[src/rtl/up_down_counter_ctrl.sv]
// Round-robin command sequencer for a shared 4-bit up/down counter: steps the counter to a granted target, then pulses done.
// Optional MOD_SHORTEST_EN: choose the shorter modular direction and let the counter wrap.
module up_down_counter_ctrl #(
  parameter int WIDTH = 4
) (
  input  logic             clk,
  input  logic             clear_b,
  input  logic             req0_valid,
  input  logic [WIDTH-1:0] req0_target,
  output logic             req0_ready,
  input  logic             req1_valid,
  input  logic [WIDTH-1:0] req1_target,
  output logic             req1_ready,
  input  logic             pause,
  input  logic [WIDTH-1:0] count,
  output logic             up,
  output logic             down,
  output logic             busy,
  output logic             done,
  output logic             done_id
);

  typedef enum logic [1:0] {IDLE, RUN, DONE} state_t;

  state_t           state, state_next;
  logic [WIDTH-1:0] target_q;
  logic             dir_up_q;
  logic             owner_q;
  logic             last_grant_q;

  logic             grant_valid;
  logic             grant_id;
  logic [WIDTH-1:0] grant_target;
  logic             accept;
  logic             at_target;

  function automatic logic pick_up(input logic [WIDTH-1:0] tgt, input logic [WIDTH-1:0] cur);
`ifdef MOD_SHORTEST_EN
    logic [WIDTH-1:0] diff;
    logic [WIDTH-1:0] half;
    half = {1'b1, {(WIDTH-1){1'b0}}};
    diff = tgt - cur;
    // A half-way tie resolves upward
    return (diff != '0) && (diff <= half);
`else
    return tgt > cur;
`endif
  endfunction

  always_comb begin
    grant_valid = req0_valid | req1_valid;
    grant_id    = 1'b0;
    if (req0_valid && req1_valid) grant_id = ~last_grant_q;
    else                          grant_id = req1_valid;
  end

  assign grant_target = grant_id ? req1_target : req0_target;
  assign accept       = (state == IDLE) && grant_valid;
  assign req0_ready   = accept & ~grant_id;
  assign req1_ready   = accept & grant_id;
  assign at_target    = (count == target_q);

  always_ff @(posedge clk or negedge clear_b) begin
    if (!clear_b) state <= IDLE;
    else          state <= state_next;
  end

  always_ff @(posedge clk or negedge clear_b) begin
    if (!clear_b) begin
      target_q     <= '0;
      dir_up_q     <= 1'b0;
      owner_q      <= 1'b0;
      last_grant_q <= 1'b1;
    end else if (accept) begin
      target_q     <= grant_target;
      dir_up_q     <= pick_up(grant_target, count);
      owner_q      <= grant_id;
      last_grant_q <= grant_id;
    end
  end

  always_comb begin
    state_next = state;
    case (state)
      IDLE:    if (grant_valid) state_next = RUN;
      RUN:     if (at_target)   state_next = DONE;
      DONE:    state_next = IDLE;
      default: state_next = IDLE;
    endcase
  end

  // Strobes depend only on registered state and the registered counter value
  always_comb begin
    up      = 1'b0;
    down    = 1'b0;
    busy    = (state != IDLE);
    done    = 1'b0;
    done_id = 1'b0;
    if (state == RUN && !pause && !at_target) begin
      up   = dir_up_q;
      down = ~dir_up_q;
    end
    if (state == DONE) begin
      done    = 1'b1;
      done_id = owner_q;
    end
  end

endmodule

[config.mk]
export PLATFORM = sky130hd
export DESIGN_NAME = up_down_counter_ctrl
export DESIGN_NICKNAME = d
export VERILOG_FILES = /design/src/rtl/up_down_counter_ctrl.sv
export SDC_FILE = /design/constraint.sdc
export NUM_CORES = 1
export LEC_CHECK = 0
export ABC_AREA = 1
export BUFFER_PORTS_ARGS = -buffer_cell sky130_fd_sc_hd__buf_2
export CAP_MARGIN = 20
export CORE_MARGIN = 2
export CORE_UTILIZATION = 43
export CTS_BUF_LIST = sky130_fd_sc_hd__clkbuf_8 sky130_fd_sc_hd__clkbuf_16
export DETAILED_ROUTE_END_ITERATION = 10
export PLACE_DENSITY = 0.79
export SYNTH_ARGS = -nofsm -noshare
export SYNTH_HDL_FRONTEND = slang
export SYNTH_SLANG_ARGS = --single-unit
[constraint.sdc]
create_clock -name clk -period 1.5 [get_ports clk]
set_input_delay 0.075 -clock clk [delete_from_list [all_inputs] [get_ports clk]]
set_output_delay 0.075 -clock clk [all_outputs]
set_load 0.03 [all_outputs]
# [Word-level counts from Yosys, hierarchy flattened]
# Index checks and enable logic that the tools add are counted.
[totals] ff_bits=9 in_bits=17 output_inout_bits=7 word_cells=35
[op_classes] n_lt_le_gt_ge=1 eq_ne=5 mux=9 bitwise=6 n_reduce_logical=9
[op_table] operator="$mux 1" count=5
[op_table] operator="$eq 4x4->1" count=1
[op_table] operator="$gt 4x4->1" count=1
[op_table] operator="$logic_and 1x1->1" count=4
[op_table] operator="$mux 2" count=2
[op_table] operator="$mux 4" count=1
[op_table] operator="$ne 2x2->1 const B" count=2
[op_table] operator="$pmux 2 s2" count=1
[op_table] operator="$not 1->1" count=3
[op_table] operator="$and 1x1->1" count=2
[op_table] operator="$eq 2x1->1 const B" count=1
[op_table] operator="$eq 2x2->1 const B" count=1
[op_table] operator="$logic_not 1->1" count=2
[op_table] operator="$logic_not 2->1" count=1
[op_table] operator="$reduce_and 2->1" count=1
[op_table] operator="$reduce_bool 2->1" count=1
[op_table] operator="$or 1x1->1" count=1

# [Logic depth before layout (Yosys ltp)]
# Gate-level depths: netlist of run 1.
[logic_depth] depth_word=4 mapped_depth=11 depth_no_buf=11

# [Worst setup path after synthesis of run 1]
# No wires, ideal clock.
[synth_timing] kind="reg2reg" startpoint="register last_grant_q" endpoint="register dir_up_q" setup_time_ps=116 t_arrival_ps=1387 t_required_ps=1384 slack_ps=-3 stages_incl_launch_ff=11 path_buffers=0 synth_period_minus_slack_ps=1503 path_cell_list="dfstp_2 nand2_2 nand2_4 inv_4 nand2_2 nand2_2 ha_1 a21oi_1 o21ai_0 nand2_1 nand2_1"
[synth_via] elab_chain_len=4
[synth_rtl] element="from (decl)" line="29" source="logic last_grant_q;"
[synth_rtl] element="from (signal assigned)" line="78" source="last_grant_q <= grant_id;"
[synth_rtl] element="$not 1->1" line="53" source="if (req0_valid && req1_valid) grant_id = ~last_grant_q;"
[synth_rtl] element="$mux 1" line="53"
[synth_rtl] element="$mux 4" line="57" source="assign grant_target = grant_id ? req1_target : req0_target;"
[synth_rtl] element="net grant_target[1]" line="33" source="logic [WIDTH-1:0] grant_target;"
[synth_rtl] element="$gt 4x4->1" line="46" source="return tgt > cur;"
[synth_rtl] element="to (signal assigned)" line="76" source="dir_up_q <= pick_up(grant_target, count);"
[synth_rtl] element="to (decl)" line="27" source="logic dir_up_q;"
# The timed path passes the listed nets, and every way through them passes these cells.
# A chain may end at the register's enable or synchronous reset.

# [Final worst setup path of run 1]
# Ends and elaborated chain as after synthesis.

==> impl_metrics.json, run 1 <==
{
  "p_leak_nw": 0.555,
  "tns_ns": -0.0658,
  "cts_htree_levels": 1,
  "die-area_um2": 1890,
  "r2r_start": "last_grant_q",
  "multi_input_area_um2": 424,
  "r2r_slack_ns": -0.07,
  "clkLatencyLatePin_ns": 0.23,
  "ys_seq_area_share_pct": 33.7,
  "r2r_end": "dir_up_q",
  "yosys.area.top_type": "dfrtp_1",
  "critPathRequiredTime_ns": 1.62,
  "synth_area_um2": 672,
  "synth.area.top_cells": "dfrtp_1, nand2_1, nand2_2, inv_1, ha_1",
  "grt_max_degree": 10,
  "grt_pass1_wl_mm": 2.53,
  "synth_area_per_cell_um2": 7.15,
  "min_to": "target_q[0]",
  "grt_usage_pct": 17.6,
  "grt_remaining_overflow": 0,
  "fin_crit_ns": 1.57,
  "clock_path_buffers": 2,
  "grt_setup_unrepaired": "true",
  "die_w_um": 43.5,
  "area_growth_pct": 46.9,
  "grt_pass1_vias": 691,
  "end_kind": "flop",
  "worst_pin_slew_ns": 0.274,
  "max_freq_mhz": 639,
  "min_period_over_period_pct": 104,
  "numCtsBuffers": 3,
  "seqCellArea_um2": 226,
  "drc": 0,
  "start_util_pct": 45.1,
  "r2r_cells": 11,
  "ys_seq_elements": 9,
  "vdd_drop_max_mv": 0.979,
  "hold_path.class": "in -> reg",
  "hpwl_mm": 1.17,
  "wl_per_cell_um": 10.4,
  "hold_violations": 0,
  "slew_headroom_pct": 81.6,
  "io_buffers": 23,
  "final_core_util_pct": 66.3,
  "drive_gt1_share_pct": 48.1,
  "drt_iter0_markers": 12,
  "fp-row-count": 14,
  "critPathMaxFanout": 7,
  "cts_root_buf": "clkbuf_8",
  "yosysWarnings": 0,
  "start_kind": "flop",
  "worst_ep_arrival_time_ns": 1.69,
  "firstDrtPassIters": 5,
  "p_per_area_nw_per_um2": 1570,
  "status": "complete, but fails checks",
  "vias_per_cell": 4.62,
  "syn-num-nets": 115,
  "synth_top_area_share_pct": 29.8,
  "min_path_cells": 3,
  "place.gp.congestion": 0.778,
  "min_from": "req1_target[0]",
  "cts_tree": "built",
  "worst_slack_ns": -0.0658,
  "netlist_instances": 94,
  "finalSetupViolations": 1,
  "nFillCells": 128,
  "antenna_left": 0,
  "dieHeight_um": 43.5,
  "synthDistinctLibCells": 18,
  "diodes": 0,
  "drt_wl_total_mm": 1.53,
  "clkTransAtPathRegs_ns": 0.05,
  "core_um2": 1490,
  "cap_violations": 0,
  "fin_skew_ns": 0.00348,
  "antenna_found_initial": 0,
  "cts.sinks": 9,
  "io_pins": 24,
  "crit_type": "reg -> reg",
  "via_count": 679,
  "failed_checks": "setup timing",
  "nets": 153,
  "maxSlewViolCount": 0
}
cell usage in the layout (no fill, tap or decap), drive strengths merged:
cell and count:
a21oi 2, clkbuf 3, nor3 1, o21ai 8
buf 32, nand2 40, inv 19, nor2 12
dlygate4sd3 1, dfrtp 8, dfstp 1, ha 4
metrics by stage:
stage               cells  setup WS [ns]  power [W]  hold slack, ns  instance area (um2)
floorplan              94        0.00666    0.00101          -0.221                  697
global placement      137        -0.0347    0.00117         -0.0659                  862
detailed placement    137        -0.0786    0.00121         -0.0588                  862
CTS                   144        -0.0582    0.00151           0.159                  947
global route          147         -0.135    0.00167           0.174                  987
finish                147        -0.0658    0.00155           0.171                  987
sequential cells by signal, summed over array words and instances (netlist names):
name and flops:
target_q 4, state 2, dir_up_q 1, last_grant_q 1
owner_q 1
kinds of logic (layout without fill, tap and decap cells):
logic type | Yosys count | count (layout) | synth area share, %
adder cells (fa/ha/maj) | 4 | 4 | 7.45
AO/OA/AOI/OAI | 10 | 10 | 11.9
flip-flops | 9 | 9 | 33.7
buffers and inverters | 18 | 55 | 10.8
AND/OR/NAND/NOR | 53 | 53 | 36.1
cell type report:
class | instances | area share, %
repair buffers | 33 | 20.2
flip-flops and latches | 9 | 22.9
inverters | 18 | 7.35
well taps | 16 | 2.03
multi-input cells | 67 | 43.0
clock buffers | 3 | 4.18
clock inverters | 1 | 0.380
synthesized netlist by cell type (all sizes together):
cell type	n
nor3	1
a21oi	2
nor2	12
dfrtp	8
o21ai	8
inv	18
dfstp	1
nand2	40
ha	4
power by group:
group          leakage [nW]  internal (W)  total [W]  switching, W
Sequential            0.109      0.000364   0.000439     0.0000755
Combinational         0.419      0.000331   0.000835      0.000505
Clock                0.0269      0.000178   0.000271     0.0000932
per-layer routing:
layer	share of wire (%)	wire length, um	vias to the layer above	global-route usage, %
li1	-	-	357	-
met1	39	590	308	19.1
met2	57	875	12	33.7
met3	3.3	50	2	6.25
met4	0.92	14	0	1.82
met5	0	0	-	0
worst max-delay path: stages (launching register included):
cell and delay, ns:
dfstp_2 0.53, nand2_2 0.06, nand2_4 0.12, inv_4 0.06
nand2_2 0.06, nand2_2 0.07, ha_4 0.28, nand2_2 0.05
nor2_1 0.08, nor2_1 0.04, nand2_1 0.07, nand2_1 0.05
timing repair:
action | CTS | global route
resized for setup | 2 | 6
setup endpoints to repair | 1 | 2
endpoints found under the hold margin | 9 | 0
pin swaps | 6 | 7
cloned | 0 | 0
buffers inserted | 2 | 3
hold buffers | 1 | 0
worst max-delay path by stage:
stage / startpoint / end / slack [ns] / cells past startpoint
detailed placement: last_grant_q / dir_up_q / -0.08 / 11
CTS: last_grant_q / dir_up_q / -0.06 / 11
global placement: last_grant_q / dir_up_q / -0.03 / 11
global route: last_grant_q / dir_up_q / -0.14 / 10
finish: last_grant_q / dir_up_q / -0.07 / 11
floorplan: last_grant_q / dir_up_q / 0.007 / 11
(Power assumes the default switching activity.)
==> run 2: changes to the inputs <==
--- a/config.mk
+++ b/config.mk
@@ -13,6 +13,7 @@
 export CTS_BUF_LIST = sky130_fd_sc_hd__clkbuf_8 sky130_fd_sc_hd__clkbuf_16
 export DETAILED_ROUTE_END_ITERATION = 10
 export PLACE_DENSITY = 0.79
+export SETUP_SLACK_MARGIN = 0.15
 export SYNTH_ARGS = -nofsm -noshare
 export SYNTH_HDL_FRONTEND = slang
 export SYNTH_SLANG_ARGS = --single-unit
==> run 2 against run 1 <==
The flow still finishes with violations (setup timing). Sequential power about the same. Design area up 1.1%. Via count down 2.1%. Die area unchanged. Combinational power up 4.6%. Sequential share of layout area down 0.26 points. Routed wire length down 1.7%. Utilization up 0.76 points. Register-to-register slack better by 0.03 ns. Flip-flop and latch count unchanged. Clock power up 2%. Critical path depth unchanged. Critical endpoint unchanged. Largest cell class unchanged. Largest power group unchanged.
==> impl_metrics.json, run 2 (synthesized netlist as in run 1, its figures left out) <==
{
  "cts.sinks": 9,
  "die_w_um": 43.5,
  "crit_chain": "nand2_2, nand2_4, inv_6, nand2_4, nand2_4, ha_4, nand2_1, nor2_1, nor2_1, nand2_1, nand2_1",
  "grt_usage_pct": 18.0,
  "hold_violations": 0,
  "layout_common_cells": "nand2_1, buf_2, inv_1",
  "die-area_um2": 1890,
  "switching_share_pct": 43.6,
  "cp_slowest_stage_delay_ns": 0.53,
  "drc": 0,
  "fin_skew_ns": 0.00429,
  "place_ws_ns": -0.0682,
  "firstDrtPassIters": 4,
  "dieHeight_um": 43.5,
  "via_count": 665,
  "maxSlewViolCount": 0,
  "internal_power_w": 0.000897,
  "wl_per_cell_um": 10.4,
  "io_pins": 24,
  "crit_slowest_cell": "dfstp_2",
  "grt_pass1_wl_mm": 2.45,
  "hold-worst-slack_ns": 0.147,
  "clkTransAtPathRegs_ns": 0.05,
  "cts_root_buf": "clkbuf_8",
  "start_kind": "flop",
  "cts_tree": "built",
  "vdd_drop_max_mv": 0.814,
  "clock_path_buffers": 2,
  "clkLatencyLatePin_ns": 0.23,
  "pwr-share-comb_pct": 54.9,
  "start_util_pct": 45.1,
  "p_leak_nw": 0.558,
  "reg_top3": "target_q (4), state (2)",
  "path_delay_family": "simple AND/OR/NAND/NOR gates",
  "min_period_over_period_pct": 102,
  "core_um2": 1490,
  "cts_htree_levels": 1,
  "power_switching_w": 0.000693,
  "critPathMaxFanout": 7,
  "grt_remaining_overflow": 0,
  "nets": 151,
  "antenna_left": 0,
  "io_buffers": 23,
  "drive_gt1_share_pct": 49.6,
  "seqPwrFrac_pct": 27.7,
  "failed_checks": "setup timing",
  "grt_max_degree": 10,
  "fp-row-count": 14,
  "largest_reg_flops": 4,
  "tns_ns": -0.0358,
  "fin_crit_ns": 1.54,
  "slew_headroom_pct": 81.3,
  "worst_slack_ns": -0.0358,
  "p_per_area_nw_per_um2": 1590,
  "p_clk_share_pct": 17.4,
  "area_growth_pct": 48.6,
  "vias_per_cell": 4.59,
  "drt_iter0_markers": 4,
  "hpwl_mm": 1.15,
  "place.gp.congestion": 0.786,
  "antenna_found_initial": 0,
  "regMostFlops": "target_q",
  "numCtsBuffers": 3,
  "final_common_cell": "nand2_1",
  "cp.buffers_inverters": 1,
  "status": "complete, but fails checks",
  "worst_ep_arrival_time_ns": 1.66,
  "cap_violations": 0,
  "end_kind": "flop",
  "critPathRequiredTime_ns": 1.63,
  "crit_type": "reg -> reg",
  "grt_pass1_vias": 634,
  "diodes": 0,
  "hold_path.class": "in -> reg",
  "finalSetupViolations": 1,
  "worst_pin_slew_ns": 0.280,
  "max_freq_mhz": 651,
  "grt_setup_unrepaired": "true",
  "drt_wl_total_mm": 1.50
}
-- run 2: cell types whose count changed in the layout (fill, tap and decap cells not counted), sizes merged --
cell and delta:
buf -2
-- run 2: stage by stage --
| step | power (W) | utilization, % | area [um2] | cells |
|---|---|---|---|---|
| 6_report | 0.00159 | 67.1 | 998 | 145 |
| 5_1_grt | 0.00172 | 67.1 | 998 | 145 |
| 4_1_cts | 0.00158 | 65.3 | 972 | 143 |
| 3_5_place_dp | 0.00120 | 57.4 | 855 | 136 |
| 3_3_place_gp | 0.00118 | 57.4 | 855 | 136 |
| 2_1_floorplan | 0.00101 | - | 697 | 94 |
-- run 2: final timing paths --
check	cells after the start	slack [ns]	start	to
worst max-delay path	11	-0.04	last_grant_q	dir_up_q
worst min-delay path	3	0.15	req1_target[0]	target_q[0]
worst max register to register	11	-0.04	last_grant_q	dir_up_q
worst min register to register	2	0.48	last_grant_q	last_grant_q
max in group asynchronous	2	1.01	clear_b	last_grant_q
min in group asynchronous	2	0.24	clear_b	target_q[3]
-- run 2: area by class of cell --
cell class | instances | area (um2)
Clock buffer | 3 | 41.3
Clock inverter | 1 | 3.75
Fill cell | 128 | 490
Inverter | 18 | 75.1
Multi-Input combinational cell | 67 | 440
Sequential cell | 9 | 226
Tap cell | 16 | 20.0
Timing Repair Buffer | 31 | 191
-- run 2: worst min-delay path, cell delays in order --
cell and delay (ns):
buf_2 0.08, o21ai_2 0.06, o21ai_1 0.11
-- run 2: metal layers --
metal / part of all wire (%) / GRT usage [%]
met3: 4.6 / 5.42
met4: 1.7 / 10.3
met5: 0 / 0
met1: 40 / 19.3
met2: 53 / 31.0
-- run 2: power groups by stage --
| stage | registers, W | clock network (W) | logic, W |
|---|---|---|---|
| 2_1_floorplan | 0.000426 | 0 | 0.000581 |
| 3_3_place_gp | 0.000436 | 0 | 0.000740 |
| 3_5_place_dp | 0.000443 | 0 | 0.000759 |
| 4_1_cts | 0.000443 | 0.000293 | 0.000840 |
| 5_1_grt | 0.000451 | 0.000297 | 0.000972 |
| 6_report | 0.000440 | 0.000277 | 0.000873 |
-- run 2: timing repair --
| item | in CTS | in global routing |
|---|---|---|
| gates resized for setup | 14 | 3 |
| gates cloned | 0 | 0 |
| buffers inserted | 2 | 2 |
| endpoints found under the setup margin | 4 | 5 |
| pin swaps | 7 | 3 |
| hold endpoints to repair | 9 | 0 |
| hold buffers | 1 | 0 |
==> run 3: changes to the inputs <==
--- a/config.mk
+++ b/config.mk
@@ -9,10 +9,10 @@
 export BUFFER_PORTS_ARGS = -buffer_cell sky130_fd_sc_hd__buf_2
 export CAP_MARGIN = 20
 export CORE_MARGIN = 2
-export CORE_UTILIZATION = 43
+export CORE_UTILIZATION = 40
 export CTS_BUF_LIST = sky130_fd_sc_hd__clkbuf_8 sky130_fd_sc_hd__clkbuf_16
 export DETAILED_ROUTE_END_ITERATION = 10
-export PLACE_DENSITY = 0.79
+export PLACE_DENSITY = 0.75
 export SETUP_SLACK_MARGIN = 0.15
 export SYNTH_ARGS = -nofsm -noshare
 export SYNTH_HDL_FRONTEND = slang
==> constraint.sdc (replaced) <==
create_clock -name clk -period 1.3 [get_ports clk]
set_input_delay 0.065 -clock clk [delete_from_list [all_inputs] [get_ports clk]]
set_output_delay 0.065 -clock clk [all_outputs]
set_load 0.03 [all_outputs]
==> run 3 against run 2 <==
The run still ends with setup timing left. Sequential share of layout area is 2.7 points lower. Non-clock buffer count is 10 higher. Combinational power grew 48%. Fmax down 2.7%. Via count increased by 8.0%. Clock skew fell by 0.0036 ns. Power increased by 35%. Sequential power up 19%. Highest routed layer unchanged. Critical path depth fell by 2. Clock power increased by 18%. Utilization up 6.8 points. Routed wire length is 15% higher.
==> impl_metrics.json, run 3 (synthesized netlist as in run 1, its figures left out) <==
{
  "layout_common_cells": "nand2_1, buf_2, nand2_2",
  "failed_checks": "setup timing",
  "nets": 161,
  "final_common_cell": "nand2_1",
  "critPathRequiredTime_ns": 1.43,
  "die-area_um2": 2020,
  "tns_ns": -0.605,
  "numCtsBuffers": 3,
  "regMostFlops": "target_q",
  "r2r_end": "dir_up_q",
  "multi_input_area_um2": 455,
  "clock_path_buffers": 2,
  "worst_slack_ns": -0.279,
  "antenna_found_initial": 0,
  "crit_slowest_cell": "dfstp_2",
  "nFillCells": 119,
  "crit_top_cell": "nand2_1",
  "min_period_over_period_pct": 121,
  "r2r_start": "last_grant_q",
  "cts.sinks": 9,
  "core_um2": 1540,
  "finalSetupViolations": 6,
  "status": "complete, but fails checks",
  "p_per_area_nw_per_um2": 1880,
  "die_w_um": 45.0,
  "largest_reg_flops": 4,
  "area_growth_pct": 69.5,
  "final_cell_area_um2": 1140,
  "wl_per_cell_um": 11.2,
  "start_util_pct": 43.6,
  "drt_iter0_markers": 8,
  "firstDrtPassIters": 4,
  "grt_pass1_wl_mm": 2.55,
  "diodes": 0,
  "cts_root_buf": "clkbuf_8",
  "critPathMaxFanout": 7,
  "end_kind": "flop",
  "vdd_drop_max_mv": 1.20,
  "drt_wl_total_mm": 1.73,
  "io_pins": 24,
  "dieHeight_um": 45.0,
  "fp-row-count": 14,
  "r2r_cells": 9,
  "fin_cells": 155,
  "clkTransAtPathRegs_ns": 0.05,
  "crit_type": "reg -> reg",
  "cts_tree": "built",
  "hold_violations": 0,
  "vias_per_cell": 4.63,
  "io_buffers": 23,
  "grt_setup_unrepaired": "true",
  "hpwl_mm": 1.19,
  "startpoint": "last_grant_q",
  "seqCellArea_um2": 228,
  "grt_pass1_vias": 613,
  "fin_crit_ns": 1.58,
  "p_leak_nw": 0.614,
  "p_total_w": 0.00214,
  "reg_top3": "target_q (4), state (2)",
  "clkLatencyLatePin_ns": 0.24,
  "via_count": 718,
  "antenna_left": 0,
  "worst_pin_slew_ns": 0.227,
  "worstSetupEndpoint": "dir_up_q",
  "hold_path.class": "in -> reg",
  "slew_headroom_pct": 84.9,
  "min_from": "req0_valid",
  "cap_violations": 0,
  "place.gp.congestion": 0.721,
  "placed_cells": 137,
  "start_kind": "flop",
  "max_freq_mhz": 633,
  "place_ws_ns": -0.280,
  "r2r_slack_ns": -0.28,
  "cts_htree_levels": 1,
  "cp_slowest_stage_delay_ns": 0.53,
  "fin_skew_ns": 0.000683,
  "placed_area_um2": 872,
  "crit_chain": "nand2_2, nand2_4, nand2_1, nand2_4, ha_4, a21oi_2, o21ai_1, nand2_1, nand2_1",
  "worst_ep_arrival_time_ns": 1.70,
  "grt_usage_pct": 18.3,
  "grt_remaining_overflow": 0,
  "grt_max_degree": 10,
  "drc": 0,
  "drive_gt1_share_pct": 62.6,
  "maxSlewViolCount": 0
}
-- run 3: power by group --
group	internal [W]	switching (W)	total [W]	leakage (nW)
clock network	0.000206	0.000120	0.000327	0.0269
logic	0.000592	0.000697	0.00129	0.479
registers	0.000423	0.000102	0.000525	0.109
total	0.00122	0.000920	0.00214	0.614
-- run 3: cell type report --
type                    instances  area share (%)
clock buffers                   3            3.63
repair buffers                 41            27.5
well taps                      16            1.76
inverters                      18            6.81
multi-input cells              67            40.0
clock inverters                 1           0.330
flip-flops and latches          9            20.0
-- run 3: routing by layer --
metal	share of wire, %	vias up	GRT usage, %
li1	-	370	-
met1	38	327	19.3
met2	56	17	33.1
met3	4.9	4	6.00
met4	1.0	0	7.06
met5	0	-	0
-- run 3: how the worst min path moves through the flow --
| stage | to | slack, ns | depth (start not counted) |
|---|---|---|---|
| floorplan | dir_up_q | -0.23 | 0 |
| global placement | owner_q | -0.07 | 1 |
| detailed placement | owner_q | -0.06 | 1 |
| CTS | state[0] | 0.16 | 3 |
| global route | last_grant_q | 0.16 | 4 |
| finish | last_grant_q | 0.15 | 4 |
-- run 3: what timing repair did --
item                                   CTS  global route
resized for setup                       16            27
endpoints found under the hold margin    9             0
hold buffers                             1             0
setup endpoints to repair                8            14
pin swaps                                5            10
buffers inserted                         4             9
-- run 3: stage by stage --
| stage | utilization, % | hold slack (ns) |
|---|---|---|
| after global routing | 73.9 | 0.160 |
| after floorplan | - | -0.231 |
| final | 73.9 | 0.152 |
| after CTS | 65.2 | 0.159 |
| after global placement | 56.6 | -0.0724 |
| after detailed placement | 56.6 | -0.0634 |
-- run 3: worst max-delay path: cells and delay by family (launching register included) --
family,cells,cell delay [ns]
flip-flops,1,0.53
AO/OA/AOI/OAI,2,0.20
adder cells (fa/ha/maj),1,0.21
AND/OR/NAND/NOR,6,0.53
